<file path="config.mk">
export PLATFORM = sky130hd
export DESIGN_NAME = pipeline_ctrl
export DESIGN_NICKNAME = d
export VERILOG_FILES = /design/src/rtl/pipe_pkg.sv /design/src/rtl/hazard_detect.sv /design/src/rtl/pipeline_ctrl.sv
export SDC_FILE = /design/constraint.sdc
export NUM_CORES = 1
export LEC_CHECK = 0
export CORE_ASPECT_RATIO = 1.2
export CORE_MARGIN = 1.5
export CORE_UTILIZATION = 30
export CTS_BUF_LIST = sky130_fd_sc_hd__clkbuf_4
export CTS_CLUSTER_DIAMETER = 40
export DETAILED_ROUTE_END_ITERATION = 10
export PLACE_DENSITY = 0.62
export SETUP_SLACK_MARGIN = 0.05
export SLEW_MARGIN = 10
export SYNTH_ARGS = -nofsm -noshare
export SYNTH_HDL_FRONTEND = slang
export SYNTH_SLANG_ARGS = --single-unit
</file>
<file path="constraint.sdc">
create_clock -name clk -period 5.4 [get_ports clk]
set_input_delay 1.08 -clock clk [delete_from_list [all_inputs] [get_ports clk]]
set_output_delay 1.08 -clock clk [all_outputs]
set_load 0.1 [all_outputs]
</file>
<file path="src/rtl/pipe_pkg.sv">
// Shared types and constants for the 5-stage pipeline control logic.
package pipe_pkg;

  localparam int REG_IDX_W = 5;
  localparam logic [31:0] NOP_INSTR = 32'h0000_0000;

  typedef enum logic [1:0] {
    RUN      = 2'd0,
    MEM_WAIT = 2'd1,
    ERROR    = 2'd2
  } state_e;

  // A register index can only collide with a real producer; r0 is hard-wired zero.
  function automatic logic reg_match(input logic [REG_IDX_W-1:0] producer,
                                     input logic [REG_IDX_W-1:0] consumer);
    return (producer != {REG_IDX_W{1'b0}}) && (producer == consumer);
  endfunction

endpackage

</file>
<file path="src/rtl/hazard_detect.sv">
// Load-use hazard comparison between the EX-stage load and the ID-stage sources.
module hazard_detect
  import pipe_pkg::*;
(
  input  logic                 ex_mem_read_i,
  input  logic [REG_IDX_W-1:0] ex_write_reg_i,
  input  logic [REG_IDX_W-1:0] id_rs_i,
  input  logic [REG_IDX_W-1:0] id_rt_i,
  input  logic                 id_uses_rt_i,
  output logic                 lu_hazard_o
);

  // rt only matters when the ID instruction actually reads it as a source.
  always_comb begin
    lu_hazard_o = 1'b0;
    if (ex_mem_read_i) begin
      lu_hazard_o = reg_match(ex_write_reg_i, id_rs_i) |
                    (id_uses_rt_i & reg_match(ex_write_reg_i, id_rt_i));
    end else begin
      lu_hazard_o = 1'b0;
    end
  end

endmodule

</file>
<file path="src/rtl/pipeline_ctrl.sv">
// Hazard/stall controller: drives capture, flush and bubble controls of the pipeline
// registers for load-use hazards, taken branches and data-memory waits with timeout.
module pipeline_ctrl
  import pipe_pkg::*;
#(
  parameter int MEM_TIMEOUT = 15,
  parameter int CNT_W       = 16
) (
  input  logic                 clk,
  input  logic                 rst_n,
  input  logic [REG_IDX_W-1:0] id_rs,
  input  logic [REG_IDX_W-1:0] id_rt,
  input  logic                 id_uses_rt,
  input  logic                 ex_MemRead,
  input  logic [REG_IDX_W-1:0] ex_writeReg,
  input  logic                 branch_taken,
  input  logic                 mem_req,
  input  logic                 mem_ready,
  output logic                 PCWrite,
  output logic                 IFIDWrite,
  output logic                 IFIDFlush,
  output logic                 IDEXWrite,
  output logic                 IDEXBubble,
  output logic                 EXMEMWrite,
  output logic                 MEMWBBubble,
  output logic [CNT_W-1:0]     stall_cnt,
  output logic                 mem_timeout
);

  localparam int                WAIT_W   = $clog2(MEM_TIMEOUT) + 1;
  localparam logic [WAIT_W-1:0] WAIT_MAX = WAIT_W'(MEM_TIMEOUT);
  localparam logic [CNT_W-1:0]  CNT_MAX  = {CNT_W{1'b1}};

  state_e              state_q, state_d;
  logic [WAIT_W-1:0]   wait_cnt_q, wait_cnt_d;
  logic [CNT_W-1:0]    stall_cnt_q, stall_cnt_d;
  logic                mem_timeout_q, mem_timeout_d;
  logic                memwait_s;
  logic                lu_hazard_s;

  assign memwait_s = mem_req & ~mem_ready;

  hazard_detect u_hazard_detect (
    .ex_mem_read_i  (ex_MemRead),
    .ex_write_reg_i (ex_writeReg),
    .id_rs_i        (id_rs),
    .id_rt_i        (id_rt),
    .id_uses_rt_i   (id_uses_rt),
    .lu_hazard_o    (lu_hazard_s)
  );

  // Control outputs: priority ERROR > memory wait > load-use > taken branch.
  always_comb begin
    PCWrite     = 1'b1;
    IFIDWrite   = 1'b1;
    IFIDFlush   = 1'b0;
    IDEXWrite   = 1'b1;
    IDEXBubble  = 1'b0;
    EXMEMWrite  = 1'b1;
    MEMWBBubble = 1'b0;
    case (state_q)
      RUN, MEM_WAIT: begin
        if (memwait_s) begin
          PCWrite     = 1'b0;
          IFIDWrite   = 1'b0;
          IDEXWrite   = 1'b0;
          EXMEMWrite  = 1'b0;
          MEMWBBubble = 1'b1;
        end else if (lu_hazard_s) begin
          // The branch is suppressed here and re-resolved once the load has moved on.
          PCWrite    = 1'b0;
          IFIDWrite  = 1'b0;
          IDEXBubble = 1'b1;
        end else if (branch_taken) begin
          IFIDFlush = 1'b1;
        end else begin
          IFIDFlush = 1'b0;
        end
      end
      default: begin
        PCWrite     = 1'b0;
        IFIDWrite   = 1'b0;
        IDEXWrite   = 1'b0;
        EXMEMWrite  = 1'b0;
        MEMWBBubble = 1'b1;
      end
    endcase
  end

  // Next state, wait counter, error flag and saturating stall counter.
  always_comb begin
    state_d       = state_q;
    wait_cnt_d    = wait_cnt_q;
    mem_timeout_d = mem_timeout_q;
    stall_cnt_d   = stall_cnt_q;
    case (state_q)
      RUN: begin
        if (memwait_s) begin
          state_d    = MEM_WAIT;
          wait_cnt_d = WAIT_W'(1);
        end else begin
          wait_cnt_d = {WAIT_W{1'b0}};
        end
      end
      MEM_WAIT: begin
        if (!memwait_s) begin
          state_d    = RUN;
          wait_cnt_d = {WAIT_W{1'b0}};
        end else if (wait_cnt_q >= WAIT_MAX) begin
          state_d       = ERROR;
          mem_timeout_d = 1'b1;
        end else begin
          wait_cnt_d = wait_cnt_q + WAIT_W'(1);
        end
      end
      ERROR: begin
        state_d = ERROR;
      end
      default: begin
        state_d = ERROR;
      end
    endcase
    if (!PCWrite && (stall_cnt_q != CNT_MAX)) begin
      stall_cnt_d = stall_cnt_q + CNT_W'(1);
    end else begin
      stall_cnt_d = stall_cnt_q;
    end
  end

  // State and counter registers.
  always_ff @(posedge clk or negedge rst_n) begin
    if (!rst_n) begin
      state_q       <= RUN;
      wait_cnt_q    <= {WAIT_W{1'b0}};
      stall_cnt_q   <= {CNT_W{1'b0}};
      mem_timeout_q <= 1'b0;
    end else begin
      state_q       <= state_d;
      wait_cnt_q    <= wait_cnt_d;
      stall_cnt_q   <= stall_cnt_d;
      mem_timeout_q <= mem_timeout_d;
    end
  end

  assign stall_cnt   = stall_cnt_q;
  assign mem_timeout = mem_timeout_q;

endmodule

</file>
==> results of run 1 <==
==> report_power, final <==
group | switching [mW] | total [mW] | internal (mW)
registers | 0.0296 | 0.231 | 0.201
clock network | 0.0594 | 0.134 | 0.0751
logic | 0.223 | 0.307 | 0.0835
==> stage by stage <==
stage / power [mW] / cell area, sq um
floorplan: 0.459 / 1430
global placement: 0.542 / 1910
detailed placement: 0.543 / 1910
CTS: 0.680 / 1960
global route: 0.703 / 1960
finish: 0.672 / 1960
==> flip-flops by register name (all words and copies together) (netlist names) <==
name	cells
wait_cnt_q	5
state_q	2
stall_cnt	16
mem_timeout	1
==> placed cells by master, fill, tap and decap left out, types with 6 or more instances in the layout <==
master	instances
clkdlybuf4s50_1	38
dfrtp_1	24
nand2_1	11
xor2_1	10
a21oi_1	9
buf_4	8
xnor2_1	7
nor2_1	6
nand4_1	6
and3_1	6
==> layout make-up <==
class	instances	share of cell area, %
tap	58	3.70
clock inverter	1	1.53
multi-input combinational	107	39.6
clock buffer	3	1.15
timing repair buffer	46	22.4
sequential	24	30.6
inverter	5	0.956
==> worst max-delay path: cells and delay by family <==
kind / cells / cell delay [ps]
buffers and inverters: 3 / 820
and+or+nand+nor: 2 / 480
AOI/OAI and AO/OA: 2 / 610
xor gates and xnor gates: 1 / 190
==> logic make-up (layout without fill, tap and decap cells) <==
group           Yosys count  in the layout  share of synthesized area, %
buf+inv                   9             55                          3.70
simple gates             58             58                          25.1
xor+xnor                 17             17                          10.5
compound gates           28             28                          14.7
fa+ha+maj                 3              3                          2.64
flops                    24             24                          42.3
mux                       1              1                          1.06
==> per-layer routing <==
metal / vias to the layer above / part of all wire, % / wire (um) / GRT usage (%)
met2: 28 / 51 / 1670 / 23.1
met3: 4 / 3.7 / 122 / 2.29
met4: 0 / 1.0 / 33 / 5.21
li1: 599 / - / - / -
met1: 559 / 44 / 1440 / 16.6
met5: - / 0 / 0 / 0
==> worst paths after layout <==
path,from,end,slack (ps)
max in group asynchronous,rst_n,stall_cnt[12]$_DFFE_PN0P_,4070
setup reg to reg,wait_cnt_q[0]$_DFFE_PN0P_,wait_cnt_q[4]$_DFFE_PN0P_,3220
min in group asynchronous,rst_n,stall_cnt[11]$_DFFE_PN0P_,1090
setup / recovery,ex_writeReg[3],IFIDFlush,1140
hold / removal,mem_timeout$_DFFE_PN0P_,mem_timeout$_DFFE_PN0P_,510
hold reg to reg,mem_timeout$_DFFE_PN0P_,mem_timeout$_DFFE_PN0P_,510
==> flow_metrics.py, run 1 <==
metrics = {
    "floorplanning": {
        "row_count": 27,
        "initial_utilization_pct": 31.1,
        "die_area_sq_um": 5160,
        "coreArea_sq_um": 4560,
        "die_y_um": 78.4,
        "dieWidth_um": 65.8,
        "ios": 46,
    },
    "finish": {
        "seq_area_sq_um": 601,
        "drive_gt1_share_pct": 13.4,
        "stdcell_count": 244,
        "n_antenna_cell": 0,
        "multi_input_area_sq_um": 778,
        "final_util_pct": 43.0,
        "syn2layout_area_growth_pct": 38.2,
        "fillers": 473,
        "finalNetCount": 212,
    },
    "worst_setup_path": {
        "max_stage_delay_ps": 470,
        "cp_max_fo": 17,
        "path_class": "input pin to primary output",
        "crit_path_end_kind": "primary output",
        "start_kind": "input pin",
        "cp_slowest_cell": "clkdlybuf4s50_1",
        "required_ps": 4320,
        "path_cells": "clkdlybuf4s50_1, xor2_1, nor4_2, a32oi_2, o21ai_4, inv_1, and2_1, buf_4",
        "rr_worst_depth": 10,
        "crit_arrival_ps": 3180,
    },
    "routing": {
        "avgRoutedWirePerCell_um": 13.4,
        "firstDrtPassIters": 4,
        "vias": 1190,
        "ant_nets": 0,
        "wl_um": 3260,
        "drtIter0Drc": 55,
        "routed_via_density": 4.88,
        "drc": 0,
    },
    "global_routing": {
        "grt_max_degree": 25,
        "grt_pass1_vias": 1150,
        "grt_usage_pct": 13.5,
        "grt_overflow": 0,
        "grt_pass1_wl_um": 5350,
        "grt_antenna_before_repair": 0,
    },
    "power": {
        "p_leak_nw": 0.847,
        "ir_drop_mv": 0.242,
        "p_per_area_nw_per_um2": 342,
    },
    "cts": {
        "cts_max_level": 1,
        "insertion_delay_ps": 320,
        "cts_made_buffers": 3,
        "cts.sinks": 24,
        "clockBufferDepth": 2,
        "path_clk_slew_ps": 140,
        "cts_setup_buffers": 0,
        "cts_hold_buf": 0,
        "cts_tree": "yes",
        "cts_resized": 0,
        "cts-root-buf": "clkbuf_4",
    },
    "sta": {
        "max_freq_ghz": 0.234,
        "period_share_pct": 79.0,
        "setup_tns_ps": 0,
        "rsz0062_at_grt": "no",
        "report.final.slew_viol_count": 0,
        "worst_pin_slew_ps": 991,
        "timing.hold.ws_ps": 509,
        "slew_headroom_pct": 33.7,
        "setup_viol": 0,
        "clock_skew_ps": 1.62,
        "hold_viol": 0,
        "fin_ws_ps": 1140,
        "period_needed_ps": 4260,
    },
    "placement": {
        "place_inst": 240,
        "port_buffers": 45,
        "hpwlAfterDp_um": 2600,
        "gp_congestion": 0.822,
        "dp_slack_ps": 1100,
    },
    "yosys": {
        "synth_warnings": 0,
        "synthCells": 140,
        "ys_seq_area_share_pct": 42.3,
        "avgSynthCellArea_sq_um": 10.1,
        "ys_seq_elements": 24,
        "yosysUniqueCellTypes": 42,
        "synth.top_cells.by_count": "24 x dfrtp_1, 11 x nand2_1, 10 x xor2_1",
        "synth_top_flop_cell": "dfrtp_1",
        "synth_edf_count": 0,
        "syn-cell-area_sq_um": 1420,
        "async_flop_share_pct": 100,
        "synth.area.top_cells": "dfrtp_1 42%, xor2_1 6.2%, xnor2_1 4.3%",
        "synth.most_common_cell": "dfrtp_1",
        "synth_top_area_share_pct": 42.3,
        "syn-num-nets": 165,
        "synth_largest_area_cell": "dfrtp_1",
    },
    "min_path": {
        "whs_path_depth": 1,
        "hp-class": "flip-flop to flip-flop",
    },
    "outcome": {
        "status": "complete, no violations",
    },
    "run": {
        "maxCapViolations": 0,
    },
}
Note: power is estimated with default switching activity, not from simulation.
==> run 2: changes to the inputs <==
- clock period: 5.4 -> 4.5 ns (I/O delays scaled with it)
==> flow_metrics.py, run 2 (synthesis gave the netlist of run 1 again) <==
metrics = {
    "outcome": {
        "status": "complete, no violations",
    },
    "floorplanning": {
        "coreArea_sq_um": 4560,
        "die_y_um": 78.4,
        "initial_utilization_pct": 31.1,
        "row_count": 27,
        "die_area_sq_um": 5160,
        "ios": 46,
        "dieWidth_um": 65.8,
    },
    "routing": {
        "top_layer_used": "met4",
        "avgRoutedWirePerCell_um": 13.1,
        "drc": 0,
        "ant_nets": 0,
        "firstDrtPassIters": 4,
        "route.met3.wl_um": 146,
        "vias": 1193,
        "wl_um": 3200,
        "wl_met1_um": 1440,
        "routed_via_density": 4.89,
        "drtIter0Drc": 50,
        "dr_wl_met2_um": 1580,
    },
    "placement": {
        "gp_congestion": 0.801,
        "port_buffers": 45,
        "hpwlAfterDp_um": 2560,
        "place_area_sq_um": 1950,
    },
    "finish": {
        "final_cell_mix": "38 x clkdlybuf4s50_1, 24 x dfrtp_1, 11 x nand2_1, 10 x xor2_1, 9 x a21oi_1",
        "stdcell_area_sq_um": 2010,
        "largest_reg_flops": 16,
        "final_common_cell": "clkdlybuf4s50_1",
        "multi_input_area_sq_um": 783,
        "final_util_pct": 44.0,
        "n_antenna_cell": 0,
        "finalNetCount": 212,
        "seq_area_sq_um": 601,
        "drive_gt1_share_pct": 13.4,
        "syn2layout_area_growth_pct": 41.2,
        "fillers": 458,
    },
    "cts": {
        "path_clk_slew_ps": 140,
        "cts_resized": 0,
        "cts_tree": "yes",
        "clockBufferDepth": 2,
        "cts_hold_buf": 0,
        "insertion_delay_ps": 310,
        "cts.sinks": 24,
        "cts_max_level": 1,
        "cts_made_buffers": 3,
        "cts_setup_buffers": 0,
        "cts-root-buf": "clkbuf_4",
    },
    "worst_setup_path": {
        "path_class": "input pin to primary output",
        "cp_max_fo": 17,
        "crit_arrival_ps": 3090,
        "crit_path_end_kind": "primary output",
        "start_kind": "input pin",
        "required_ps": 3600,
    },
    "global_routing": {
        "grt_antenna_before_repair": 0,
        "grt_max_degree": 25,
        "grt_usage_pct": 13.4,
        "grt_overflow": 0,
        "grt_pass1_vias": 1148,
        "grt_pass1_wl_um": 5440,
    },
    "run": {
        "maxCapViolations": 0,
    },
    "power": {
        "ir_drop_mv": 0.313,
        "p_leak_nw": 0.864,
        "p_per_area_nw_per_um2": 402,
    },
    "sta": {
        "slew_headroom_pct": 33.0,
        "report.final.slew_viol_count": 0,
        "max_freq_ghz": 0.250,
        "hold_viol": 0,
        "timing.hold.ws_ps": 483,
        "period_needed_ps": 3990,
        "clock_skew_ps": 3.37,
        "setup_tns_ps": 0,
        "worst_pin_slew_ps": 1000,
        "period_share_pct": 88.8,
        "rsz0062_at_grt": "no",
        "setup_viol": 0,
    },
    "min_path": {
        "hp-class": "flip-flop to flip-flop",
    },
}
-- run 2: area by class of cell --
class                           count  area share (%)
Clock buffer                        3            1.12
Clock inverter                      1            1.50
Inverter                            5           0.936
Multi-Input combinational cell    107            39.1
Sequential cell                    24            29.9
Tap cell                           58            3.62
Timing Repair Buffer               46            23.8
-- run 2: where the power goes --
group	total, mW	switching [mW]	internal [mW]	leakage (nW)
Sequential	0.277	0.0363	0.241	0.317
Combinational	0.374	0.269	0.105	0.518
Clock	0.155	0.0652	0.0900	0.0279
-- run 2: worst max-delay path: stages --
cell and delay, ps:
clkdlybuf4s50_1 460, xor2_1 190, nor4_2 300, a32oi_2 230, o21ai_4 380, inv_1 210, and2_1 230, buf_12 170
-- run 2: path summary, 6_finish.rpt --
path	startpoint	end	slack (ps)	depth (start not counted)
max in group asynchronous	rst_n	stall_cnt[4]$_DFFE_PN0P_	3320	2
min in group asynchronous	rst_n	stall_cnt[11]$_DFFE_PN0P_	940	2
worst min-delay path	mem_timeout$_DFFE_PN0P_	mem_timeout$_DFFE_PN0P_	480	1
worst max register to register	wait_cnt_q[0]$_DFFE_PN0P_	wait_cnt_q[4]$_DFFE_PN0P_	2280	10
worst min register to register	mem_timeout$_DFFE_PN0P_	mem_timeout$_DFFE_PN0P_	480	1
worst max-delay path	ex_writeReg[3]	IFIDFlush	510	8
-- run 2: metrics by stage --
stage | total power, mW | cells | setup WS (ps)
4_1_cts | 0.816 | 244 | 469
3_5_place_dp | 0.659 | 240 | 468
6_report | 0.807 | 244 | 506
3_3_place_gp | 0.656 | 240 | 530
5_1_grt | 0.845 | 244 | 289
2_1_floorplan | 0.551 | 140 | 141
-- run 2: per-layer routing --
metal | track usage (%) | vias up
met3 | 2.72 | 4
met1 | 17.3 | 563
li1 | - | 598
met5 | 0 | -
met2 | 22.5 | 28
met4 | 3.75 | 0
